[config.mk]
export PLATFORM = sky130hd
export DESIGN_NAME = mc_control_fsm
export DESIGN_NICKNAME = d
export VERILOG_FILES = /design/src/rtl/mips_ctrl_pkg.sv /design/src/rtl/mc_control_fsm.sv
export SDC_FILE = /design/constraint.sdc
export NUM_CORES = 1
export LEC_CHECK = 0
export BUFFER_PORTS_ARGS = -buffer_cell sky130_fd_sc_hd__buf_2
export CAP_MARGIN = 5
export CORE_MARGIN = 3
export CORE_UTILIZATION = 44
export CTS_CLUSTER_DIAMETER = 150
export CTS_CLUSTER_SIZE = 16
export DETAILED_ROUTE_END_ITERATION = 6
export PLACE_DENSITY = 0.77
export SYNTH_ARGS = -nofsm -noshare
export SYNTH_HDL_FRONTEND = slang
export SYNTH_SLANG_ARGS = --single-unit
[constraint.sdc]
create_clock -name clk -period 1.4 [get_ports clk]
set_input_delay 0.28 -clock clk [delete_from_list [all_inputs] [get_ports clk]]
set_output_delay 0.28 -clock clk [all_outputs]
set_load 0.05 [all_outputs]
[src/rtl/mips_ctrl_pkg.sv]
// Shared constants for the multicycle MIPS main control unit:
// opcodes, ALUOp codes and the FSM state encoding.
package mips_ctrl_pkg;

    localparam logic [5:0] OP_RTYPE = 6'b000000;
    localparam logic [5:0] OP_LW    = 6'b100011;
    localparam logic [5:0] OP_SW    = 6'b101011;
    localparam logic [5:0] OP_BEQ   = 6'b000100;
    localparam logic [5:0] OP_J     = 6'b000010;
    localparam logic [5:0] OP_ADDI  = 6'b001000;

    localparam logic [1:0] ALUOP_ADD   = 2'b00;
    localparam logic [1:0] ALUOP_SUB   = 2'b01;
    localparam logic [1:0] ALUOP_FUNCT = 2'b10;

    typedef enum logic [3:0] {
        S_INIT   = 4'd0,
        S_FETCH  = 4'd1,
        S_DECODE = 4'd2,
        S_MEMADR = 4'd3,
        S_MEMRD  = 4'd4,
        S_MEMWB  = 4'd5,
        S_MEMWR  = 4'd6,
        S_EXEC   = 4'd7,
        S_ALUWB  = 4'd8,
        S_BRANCH = 4'd9,
        S_JUMP   = 4'd10,
        S_ADDIEX = 4'd11,
        S_ADDIWB = 4'd12,
        S_HALT   = 4'd15
    } state_t;

    function automatic logic is_legal_op(input logic [5:0] op);
        logic legal;
        case (op)
            OP_RTYPE, OP_LW, OP_SW, OP_BEQ, OP_J, OP_ADDI: legal = 1'b1;
            default:                                       legal = 1'b0;
        endcase
        return legal;
    endfunction

endpackage

[src/rtl/mc_control_fsm.sv]
// Multicycle MIPS main control: Moore FSM sequencing fetch/decode/execute/
// memory/writeback; datapath controls are decoded from the state register.
module mc_control_fsm
    import mips_ctrl_pkg::*;
#(
    parameter bit HALT_ON_ILLEGAL = 1'b0
) (
    input  logic       clk,
    input  logic       rst_n,
    input  logic [5:0] opcode,
    input  logic       zero,
    input  logic       mem_ready,
    output logic       iord,
    output logic       mem_read,
    output logic       mem_write,
    output logic       ir_write,
    output logic       reg_dst,
    output logic       mem_to_reg,
    output logic       reg_write,
    output logic       alu_src_a,
    output logic [1:0] alu_src_b,
    output logic [1:0] alu_op,
    output logic [1:0] pc_src,
    output logic       pc_en,
    output logic       illegal_op,
    output logic [3:0] state_dbg
);

    state_t r_state;

    // State register and next-state selection
    always_ff @(posedge clk or negedge rst_n) begin
        if (!rst_n) begin
            r_state <= S_INIT;
        end else begin
            case (r_state)
                S_INIT:   r_state <= S_FETCH;
                S_FETCH:  begin
                    if (mem_ready) r_state <= S_DECODE;
                    else           r_state <= S_FETCH;
                end
                S_DECODE: begin
                    case (opcode)
                        OP_RTYPE:     r_state <= S_EXEC;
                        OP_LW, OP_SW: r_state <= S_MEMADR;
                        OP_BEQ:       r_state <= S_BRANCH;
                        OP_J:         r_state <= S_JUMP;
                        OP_ADDI:      r_state <= S_ADDIEX;
                        default: begin
                            if (HALT_ON_ILLEGAL) r_state <= S_HALT;
                            else                 r_state <= S_FETCH;
                        end
                    endcase
                end
                S_MEMADR: begin
                    if (opcode == OP_LW) r_state <= S_MEMRD;
                    else                 r_state <= S_MEMWR;
                end
                S_MEMRD:  begin
                    if (mem_ready) r_state <= S_MEMWB;
                    else           r_state <= S_MEMRD;
                end
                S_MEMWB:  r_state <= S_FETCH;
                S_MEMWR:  begin
                    if (mem_ready) r_state <= S_FETCH;
                    else           r_state <= S_MEMWR;
                end
                S_EXEC:   r_state <= S_ALUWB;
                S_ALUWB:  r_state <= S_FETCH;
                S_BRANCH: r_state <= S_FETCH;
                S_JUMP:   r_state <= S_FETCH;
                S_ADDIEX: r_state <= S_ADDIWB;
                S_ADDIWB: r_state <= S_FETCH;
                S_HALT:   r_state <= S_HALT;
                default:  r_state <= S_INIT;
            endcase
        end
    end

    // Output decode; only fetch handshake, branch zero and decode legality look past the state
    always_comb begin
        iord       = 1'b0;
        mem_read   = 1'b0;
        mem_write  = 1'b0;
        ir_write   = 1'b0;
        reg_dst    = 1'b0;
        mem_to_reg = 1'b0;
        reg_write  = 1'b0;
        alu_src_a  = 1'b0;
        alu_src_b  = 2'b00;
        alu_op     = ALUOP_ADD;
        pc_src     = 2'b00;
        pc_en      = 1'b0;
        illegal_op = 1'b0;
        case (r_state)
            S_FETCH: begin
                mem_read  = 1'b1;
                alu_src_b = 2'b01;
                ir_write  = mem_ready;
                pc_en     = mem_ready;
            end
            S_DECODE: begin
                alu_src_b  = 2'b11;
                illegal_op = ~is_legal_op(opcode);
            end
            S_MEMADR: begin
                alu_src_a = 1'b1;
                alu_src_b = 2'b10;
            end
            S_MEMRD: begin
                iord     = 1'b1;
                mem_read = 1'b1;
            end
            S_MEMWB: begin
                mem_to_reg = 1'b1;
                reg_write  = 1'b1;
            end
            S_MEMWR: begin
                iord      = 1'b1;
                mem_write = 1'b1;
            end
            S_EXEC: begin
                alu_src_a = 1'b1;
                alu_op    = ALUOP_FUNCT;
            end
            S_ALUWB: begin
                reg_dst   = 1'b1;
                reg_write = 1'b1;
            end
            S_BRANCH: begin
                alu_src_a = 1'b1;
                alu_op    = ALUOP_SUB;
                pc_src    = 2'b01;
                pc_en     = zero;
            end
            S_JUMP: begin
                pc_src = 2'b10;
                pc_en  = 1'b1;
            end
            S_ADDIEX: begin
                alu_src_a = 1'b1;
                alu_src_b = 2'b10;
            end
            S_ADDIWB: begin
                reg_write = 1'b1;
            end
            default: begin
                iord = 1'b0;
            end
        endcase
    end

    assign state_dbg = r_state;

endmodule

==> flow_summary.ini, run 1 <==
[run_status]
status = did not finish
haltStage = 4_1_cts
error = [ERROR DPL-0038] Utilization greater than 100%, impossible to legalize

[yosys]
synth_nets = 84
synth_cells = 74
syn_area_um2 = 599
synth_cell_types = 40
ys_seq_area_share_pct = 16.7
ys_seq_elements = 4
synth.avg_cell_area_um2 = 8.10
synth_warnings = 0

[clock_network]
ctsLongestPathBuffers = 2
cts_max_level = 1
post_cts_resized = 47
post-cts-setup-buffers = 5
cts_sinks = 4
hold_buffers = 1
cts_buffers = 3
cts-root-buf = clkbuf_4

[placed_design]
gp_congestion = 0.858
dpl.hpwl_mm = 1.75
io_buffers = 29
place_inst = 136

[die]
die-height_um = 42.9
start_util_pct = 50.5
io_pins = 30
rows = 12
die_width_um = 42.9
[per-stage QoR]
stage,setup slack [ns],area [um2]
2_1_floorplan,-0.346,754
3_3_place_gp,-0.0947,1040
3_5_place_dp,-0.116,1040
[cells by family after synthesis]
group,after synthesis,share of synthesized area [%]
mux,1,2.50
buf+inv,8,10.6
compound gates,20,26.7
xor+xnor,3,4.38
simple gates,38,39.0
flops,4,16.7
[cells in the mapped netlist, drive strengths merged]
cell type | n | area [um2]
a21boi | 1 | 7.51
a32oi | 1 | 16.3
o211a | 1 | 10.0
o2bb2ai | 1 | 8.76
buf | 6 | 56.3
nor2b | 2 | 12.5
a211oi | 1 | 7.51
inv | 2 | 7.51
and2 | 1 | 6.26
o221ai | 2 | 23.8
nand4 | 2 | 12.5
a31oi | 1 | 6.26
o22ai | 1 | 6.26
o21a | 1 | 7.51
a21oi | 3 | 15.0
a21o | 1 | 7.51
o21ai | 4 | 20.0
and3 | 3 | 18.8
o2111ai | 1 | 8.76
mux2 | 1 | 15.0
a221oi | 1 | 15.0
and2b | 2 | 17.5
xor2 | 2 | 17.5
nand2 | 4 | 22.5
and3b | 1 | 8.76
nand2b | 4 | 32.5
nand3b | 1 | 7.51
nor3b | 1 | 12.5
dfrtp | 4 | 100
xnor2 | 1 | 8.76
nand3 | 2 | 10.0
nor3 | 5 | 30.0
nor2 | 10 | 42.5
==> run 2: changes to the inputs <==
CORE_AREA = 3 3 64 66   (was unset)
CORE_MARGIN = unset   (was 3)
CORE_UTILIZATION = unset   (was 44)
CTS_CLUSTER_DIAMETER = unset   (was 150)
CTS_CLUSTER_SIZE = unset   (was 16)
DIE_AREA = 0 0 67 69   (was unset)
PLACE_DENSITY = unset   (was 0.77)
PLACE_DENSITY_LB_ADDON = 0.15   (was unset)
==> run 2 against run 1 <==
The flow now finishes, with violations (setup timing). Synthesized cell count stayed put. Synthesized area stayed put.
==> flow_summary.ini, run 2 <==
[yosys]
synth-simple-area-share_pct = 39.0
yosysTopAreaCell = dfrtp_1
synth_cell_types = 40
synth_top_family_by_area = simple AND/OR/NAND/NOR gates
synth_edf_count = 0
yosysTopAreaCellShare_pct = 16.7
synth_compound_area_share_pct = 26.7
synthFlopType = dfrtp_1
syn_area_um2 = 599
synth_nets = 84
muxShareOfSynthArea_pct = 2.51
synth_xor_xnor_area_share_pct = 4.38
ys_seq_elements = 4
synth_warnings = 0
async_reset_ff_share_pct = 100
ys_seq_area_share_pct = 16.7
synthTopCellsByCount = nor2_1 (8), dfrtp_1 (4), nor3_1 (4), o21ai_0 (4)
synthTopCellsByArea = dfrtp_1 (17%), buf_6 (5.6%), nor2_1 (5.0%)
synth_cells = 74
synth_fa_ha_area_share_pct = 0
synth.avg_cell_area_um2 = 8.10
yosysMostFrequentCell = nor2_1

[grt]
grt_overflow_total = 0
first_global_vias = 858
antenna_found_initial = 0
grt.total_usage_pct = 10.7
grt_max_degree = 9
grt_pass1_wl_mm = 3.89

[clock_network]
ctsLongestPathBuffers = 2
clkLatencyLatePin_ns = 0.22
cts-root-buf = clkbuf_8
cts_buffers = 3
cts_sinks = 4
cts_max_level = 1
clk_pin_slew_worst_paths_ns = 0.03
cts_tree = built

[placed_design]
pre_cts_ws_ns = -0.130
place_area_um2 = 1110
io_buffers = 29
dpl.hpwl_mm = 1.79
gp_congestion = 0.668

[timing]
finalSetupViolations = 16
finalCritPeriodShare_pct = 117
grt_setup_unrepaired = yes
whs_ns = 0.411
skew_ns = 0.00405
setup_ws_ns = -0.242
hold_violations = 0
max_freq_mhz = 609
relSlewSlack_pct = 76.8
layout_min_cycle_time_ns = 1.64
finalMaxSlewViolations = 0
finalSetupTns_ns = -2.62
worst_slew_pin_slew_ns = 0.344

[run]
maxCapViolCount = 0

[power]
p_leak_nw = 0.666
powerDensity_nw_per_um2 = 2500
pwr-share-comb_pct = 86.1
p_int_w = 0.00195
p_sw_share_pct = 48.8
ir_drop_mv = 0.684
clkPwrFrac_pct = 6.4
p_total_w = 0.00381
switching_power_w = 0.00186
p_seq_share_pct = 7.5

[die]
core_region_area_um2 = 3630
die-height_um = 69
io_pins = 30
die_width_um = 67
start_util_pct = 16.5
dieArea_um2 = 4620
rows = 22

[layout]
largest_reg_flops = 4
syn2layout_area_growth_pct = 154
insertedDiodeCount = 0
layout_commonest_cell = buf_4
final_cell_mix = buf_4 (29), buf_6 (15), buf_8 (13)
final_nets = 154
nFillCells = 366
drive_gt1_share_pct = 79.6
multi_input_area_um2 = 621
final_area_um2 = 1520
ff_latch_area_um2 = 105

[min_path]
min_path_type = in2async

[routing]
vias = 790
drc_errors = 0
wirelength_mm = 2.27
drt_first_pass_iters = 4
wl_per_cell_um = 11.9
drt_iter0_drc = 23
ant_nets = 0
via_per_inst = 4.16

[critical_path]
cp.required_ns = 1.12
r2r_end = state_dbg[0]$_DFF_PN0_
cp_max_fo = 5
r2r_start = state_dbg[1]$_DFF_PN0_
critPathLaunchType = register
arrival_ns = 1.36
path_class = reg2out
end_kind = output port
rr_worst_depth = 6
r2r_slack_ns = 0.01

[run_status]
violations = setup timing
status = finished with violations
run 2: cell counts after synthesis:
Identical to the previous run, type by type.
run 2: area by class of cell:
class / count / area share, %
timing repair buffer: 71 / 45.1
multi-input combinational: 62 / 40.8
sequential: 4 / 6.91
tap: 48 / 3.95
clock buffer: 3 / 2.71
inverter: 2 / 0.493
run 2: power groups by stage:
stage               Combinational [W]  Sequential, W  Clock [W]
CTS                           0.00311       0.000293   0.000251
detailed placement            0.00241       0.000285          0
global placement              0.00241       0.000286          0
floorplan                     0.00170       0.000387          0
finish                        0.00328       0.000285   0.000243
global route                  0.00348       0.000300   0.000257
run 2: metal layers:
metal	track usage [%]	part of all wire, %	vias up	wire [um]
li1	-	-	407	-
met1	11.8	41	355	927
met2	20.0	54	24	1230
met3	0.489	2.7	4	62
met4	4.73	1.9	0	44
met5	0	0	-	0
run 2: through the flow:
stage,instances,util (%)
final,190,41.9
after CTS,187,39.9
after global placement,173,30.5
after floorplan,74,-
after global routing,190,41.9
after detailed placement,173,30.5
run 2: timing repair:
| item | CTS | global route |
|---|---|---|
| pin swaps | 5 | 5 |
| hold endpoints to repair | 4 | 0 |
| buffers inserted | 10 | 4 |
| hold buffers | 1 | 0 |
| resized for setup | 59 | 12 |
| setup endpoints to repair | 17 | 17 |
run 2: how the worst max path moves through the flow:
stage          slack [ns]                    from  cells past startpoint          to
5_1_grt             -0.29  state_dbg[0]$_DFF_PN0_                      4  illegal_op
6_report            -0.24  state_dbg[0]$_DFF_PN0_                      4  illegal_op
3_3_place_gp        -0.12  state_dbg[0]$_DFF_PN0_                      4  illegal_op
2_1_floorplan       -0.35  state_dbg[1]$_DFF_PN0_                      4   pc_src[0]
3_5_place_dp        -0.13  state_dbg[0]$_DFF_PN0_                      5    mem_read
4_1_cts             -0.26  state_dbg[3]$_DFF_PN0_                      4   reg_write
run 2: kinds of logic (layout without fill, tap and decap cells):
group	after synthesis	in the layout
and+or+nand+nor	38	38
muxes	1	1
buffers and inverters	8	76
DFF	4	4
xor gates and xnor gates	3	3
AOI/OAI and AO/OA	20	20
run 2: critical path, cell delays in order, from the launching register on:
cell and delay, ns:
dfrtp_2 0.43, and2b_2 0.26, nand2_2 0.07, a221oi_4 0.19
buf_6 0.19
Note: power is estimated with default switching activity, not from simulation.
==> run 3: changes to the inputs <==
RECOVER_POWER = 25   (was unset)
SLEW_MARGIN = 0   (was unset)
TNS_END_PERCENT = 50   (was unset)
==> run 3 against run 2 <==
Setup slack got worse by 0.0016 ns. Highest routed layer unchanged. Largest power group unchanged. Sequential share of layout area grew 0.70 points. The run still ends with setup timing left. Cell area down 9.2%. Register-to-register slack gained 0.11 ns. Utilization down 3.9 points. Routed wire length shrank 6.8%. Sequential power hardly changed. Clock skew fell by 0.0038 ns. Clock power is 5% lower. First-iteration DRC count down 22%.
==> flow_summary.ini, run 3 (synthesis gave the netlist of run 2 again) <==
[die]
core_region_area_um2 = 3630
die-height_um = 69
rows = 22
die_width_um = 67
dieArea_um2 = 4620
io_pins = 30
start_util_pct = 16.5

[layout]
final_nets = 143
syn2layout_area_growth_pct = 130
layout_commonest_cell = buf_4
insertedDiodeCount = 0
ff_latch_area_um2 = 105
final_area_um2 = 1380
multi_input_area_um2 = 614
drive_gt1_share_pct = 76.3
nFillCells = 390
largest_reg_flops = 4
final_util_pct = 38.0
final_cell_mix = buf_4 (22), buf_6 (17), buf_2 (10)

[clock_network]
cts_sinks = 4
cts_buffers = 3
clkLatencyLatePin_ns = 0.21
ctsLongestPathBuffers = 2
cts-root-buf = clkbuf_8
cts_tree = built
clk_pin_slew_worst_paths_ns = 0.03
cts_max_level = 1

[timing]
relSlewSlack_pct = 73.5
setup_ws_ns = -0.244
layout_min_cycle_time_ns = 1.64
finalCritPeriodShare_pct = 117
finalMaxSlewViolations = 0
grt_setup_unrepaired = yes
skew_ns = 0.000248
hold_violations = 0
worst_slew_pin_slew_ns = 0.393
finalSetupViolations = 17
whs_ns = 0.418
max_freq_mhz = 608

[critical_path]
crit_path_start = state_dbg[0]$_DFF_PN0_
end_kind = output port
path_class = reg2out
cp_top_family = flip-flops
cp.required_ns = 1.12
path_buf_inv = 1
r2r_end = state_dbg[0]$_DFF_PN0_
path_cells = and2b_2 > nand2_2 > a221oi_4 > buf_6
critical-path-max-stage-delay_ns = 0.43
critPathLaunchType = register
rr_worst_depth = 5
arrival_ns = 1.36
slowest_stage = dfrtp_2
r2r_start = state_dbg[2]$_DFF_PN0_
r2r_slack_ns = 0.12
cp_max_fo = 7

[power]
p_leak_nw = 0.596
powerDensity_nw_per_um2 = 2510
ir_drop_mv = 0.497
p_total_w = 0.00347

[routing]
vias = 752
drc_errors = 0
drt_iter0_drc = 18
wl_per_cell_um = 11.8
ant_nets = 0
wirelength_mm = 2.11
via_per_inst = 4.20
drt_first_pass_iters = 2

[min_path]
whs_path_depth = 4
min_path_type = in2reg
worstHoldStart = opcode[4]
min_to = state_dbg[2]$_DFF_PN0_

[placed_design]
io_buffers = 29
gp_congestion = 0.698
place_area_um2 = 1030
dpl.hpwl_mm = 1.65

[grt]
grt_pass1_wl_mm = 3.51
grt_overflow_total = 0
grt.total_usage_pct = 9.42
grt_max_degree = 10
antenna_found_initial = 0
first_global_vias = 772

[run_status]
violations = setup timing
status = finished with violations

[run]
maxCapViolCount = 0
[run 3: changes by cell type in the layout (fill, tap and decap cells not counted), sizes merged]
cell / change
buf: -13
clkbuf: +2
[run 3: area by class of cell]
class,instances,area share [%]
Inverter,2,0.543
Clock buffer,3,2.99
Timing Repair Buffer,60,40.0
Multi-Input combinational cell,62,44.5
Tap cell,48,4.35
Sequential cell,4,7.61
[run 3: worst register-to-register path, stage by stage (launching register included)]
cell and delay [ns]:
dfrtp_2 0.47, buf_6 0.16, nor2b_4 0.04, buf_4 0.13, o221ai_1 0.23, o211a_1 0.18
[run 3: timing repair]
item / CTS / global route
endpoints found under the hold margin: 4 / 0
hold buffers: 1 / 0
pin swaps: 3 / 1
gates cloned: 0 / 0
setup endpoints to repair: 16 / 17
buffers inserted: 5 / 2
resized for setup: 48 / 16
[run 3: worst max path at each step]
stage | to | slack [ns] | cells past startpoint
detailed placement | reg_write | -0.12 | 4
finish | illegal_op | -0.24 | 4
global placement | reg_write | -0.11 | 4
CTS | illegal_op | -0.25 | 4
floorplan | pc_src[0] | -0.35 | 4
global route | illegal_op | -0.30 | 4
[run 3: power breakdown]
part           internal, W  switching [W]  leakage [nW]
registers         0.000174       0.000109        0.0450
logic              0.00133        0.00163         0.529
clock network     0.000182      0.0000500        0.0216
[run 3: per-stage QoR]
step / setup slack [ns] / TNS (ns) / cells
2_1_floorplan: -0.346 / -3.77 / 74
3_3_place_gp: -0.112 / -0.873 / 168
3_5_place_dp: -0.119 / -0.925 / 168
4_1_cts: -0.247 / -2.57 / 177
5_1_grt: -0.296 / -3.65 / 179
6_report: -0.244 / -2.78 / 179
[run 3: per-layer routing]
metal / wire length (um) / track usage, % / vias to the layer above
li1: - / - / 385
met1: 904 / 11.8 / 343
met2: 1100 / 16.2 / 22
met3: 84 / 0.489 / 2
met4: 19 / 4.05 / 0
met5: 0 / 0 / -
==> run 4: changes to the inputs <==
PLACE_DENSITY = 0.46   (was unset)
PLACE_DENSITY_LB_ADDON = unset   (was 0.15)
==> run 4 against run 3 <==
Non-clock buffer count rose by 10. Total power increased by 3.3%. Register-to-register slack got worse by 0.20 ns. The run still ends with setup timing left. Count of clock-buffer cells in the layout stayed put. Critical path depth did not move. Die area unchanged. Clock power up 7%. First-iteration DRC count down 50%. Critical path type unchanged. Highest routed layer unchanged. Clock skew is 0.00050 ns higher. Critical endpoint unchanged. Combinational power is 4% higher.
==> flow_summary.ini, run 4 (synthesis gave the netlist of run 2 again) <==
[routing]
drt_first_pass_iters = 4
drt_iter0_drc = 9
wl_per_cell_um = 11.6
top_layer_used = met4
vias = 795
wl_met2_mm = 1.20
via_per_inst = 4.21
wl_met1_um = 871
ant_nets = 0
wirelength_mm = 2.19
drc_errors = 0
routed-wl-met3_um = 85

[layout]
syn2layout_area_growth_pct = 137
drive_gt1_share_pct = 77.3
final_nets = 153
insertedDiodeCount = 0
nFillCells = 364
final_cell_mix = buf_4 (33), buf_6 (20), buf_2 (10)
largest_reg_flops = 4
layout_commonest_cell = buf_4
stdcell_count = 189

[grt]
first_global_vias = 850
grt_max_degree = 9
grt_overflow_total = 0
antenna_found_initial = 0
grt.total_usage_pct = 10.4
grt_pass1_wl_mm = 3.71

[critical_path]
critical-path-max-stage-delay_ns = 0.42
arrival_ns = 1.35
path_class = reg2out
path_cells = and2b_2 > nand2_2 > a221oi_4 > buf_6
cp.required_ns = 1.12
slowest_stage = dfrtp_2
cp_max_fo = 5
end_kind = output port
critPathLaunchType = register

[run]
maxCapViolCount = 0

[die]
core_region_area_um2 = 3630
io_pins = 30
rows = 22
dieArea_um2 = 4620
start_util_pct = 16.5
die-height_um = 69
die_width_um = 67

[timing]
max_freq_mhz = 614
worst_slew_pin_slew_ns = 0.364
setup_ws_ns = -0.229
relSlewSlack_pct = 75.5
skew_ns = 0.000750
grt_setup_unrepaired = yes
finalMaxSlewViolations = 0
layout_min_cycle_time_ns = 1.63
hold_violations = 0
finalCritPeriodShare_pct = 116
finalSetupViolations = 17
whs_ns = 0.412

[clock_network]
cts_tree = built
cts_sinks = 4
ctsLongestPathBuffers = 2
cts_max_level = 1
clk_pin_slew_worst_paths_ns = 0.03
cts_buffers = 3
cts-root-buf = clkbuf_8
clkLatencyLatePin_ns = 0.22

[min_path]
min_path_type = in2reg

[placed_design]
place_inst = 171
pre_cts_ws_ns = -0.105
io_buffers = 29
gp_congestion = 0.762
dpl.hpwl_mm = 1.66

[power]
p_leak_nw = 0.629
ir_drop_mv = 0.506
powerDensity_nw_per_um2 = 2520

[run_status]
violations = setup timing
status = finished with violations
==> run 4: cell types whose count changed in the layout (fill, tap and decap cells not counted), sizes merged <==
cell,delta
buf,+10
==> run 4: path summary, 6_finish.rpt <==
path	start	endpoint	slack [ns]	cells past startpoint
max in group asynchronous	rst_n	state_dbg[1]$_DFF_PN0_	0.76	2
min in group asynchronous	rst_n	state_dbg[3]$_DFF_PN0_	0.43	2
worst min register to register	state_dbg[3]$_DFF_PN0_	state_dbg[1]$_DFF_PN0_	0.75	2
worst max register to register	state_dbg[1]$_DFF_PN0_	state_dbg[0]$_DFF_PN0_	-0.08	7
worst min-delay path	opcode[4]	state_dbg[2]$_DFF_PN0_	0.41	4
worst max-delay path	state_dbg[0]$_DFF_PN0_	illegal_op	-0.23	4
==> run 4: what timing repair did <==
item                                   in CTS  in global routing
pin swaps                                   6                  1
setup endpoints to repair                  19                 20
buffers inserted                           12                  1
endpoints found under the hold margin       4                  0
cloned                                      1                  0
resized for setup                          50                  9
hold buffers                                1                  0
==> run 4: stage by stage <==
step / cell area [um2] / util, % / setup TNS (ns) / total power [W]
after floorplan: 719 / - / -3.77 / 0.00198
after global placement: 1060 / 29.3 / -0.824 / 0.00256
after detailed placement: 1060 / 29.3 / -0.969 / 0.00256
after CTS: 1380 / 38.0 / -2.50 / 0.00349
after global routing: 1420 / 39.1 / -3.30 / 0.00380
final: 1420 / 39.1 / -2.43 / 0.00358
==> run 4: per-layer routing <==
metal	up-vias	track usage, %
met1	357	11.0
met5	-	0
li1	407	-
met2	26	18.4
met3	5	1.95
met4	0	6.08
==> run 4: power breakdown <==
group	switching, W	internal (W)	total (W)
logic	0.00165	0.00141	0.00306
registers	0.000104	0.000173	0.000277
clock network	0.0000644	0.000184	0.000248
==> run 4: layout make-up <==
type | instances | area (um2) | share of cell area, %
Sequential cell | 4 | 105 | 7.39
Inverter | 2 | 7.51 | 0.528
Multi-Input combinational cell | 62 | 598 | 42.1
Clock buffer | 3 | 41.3 | 2.90
Tap cell | 48 | 60.1 | 4.23
Timing Repair Buffer | 70 | 609 | 42.9
==> run 4: worst max-delay path, delay by kind of cell, from the launching register on <==
family / cells / cell delay, ns
flops: 1 / 0.42
simple gates: 2 / 0.33
buf+inv: 1 / 0.19
compound gates: 1 / 0.18
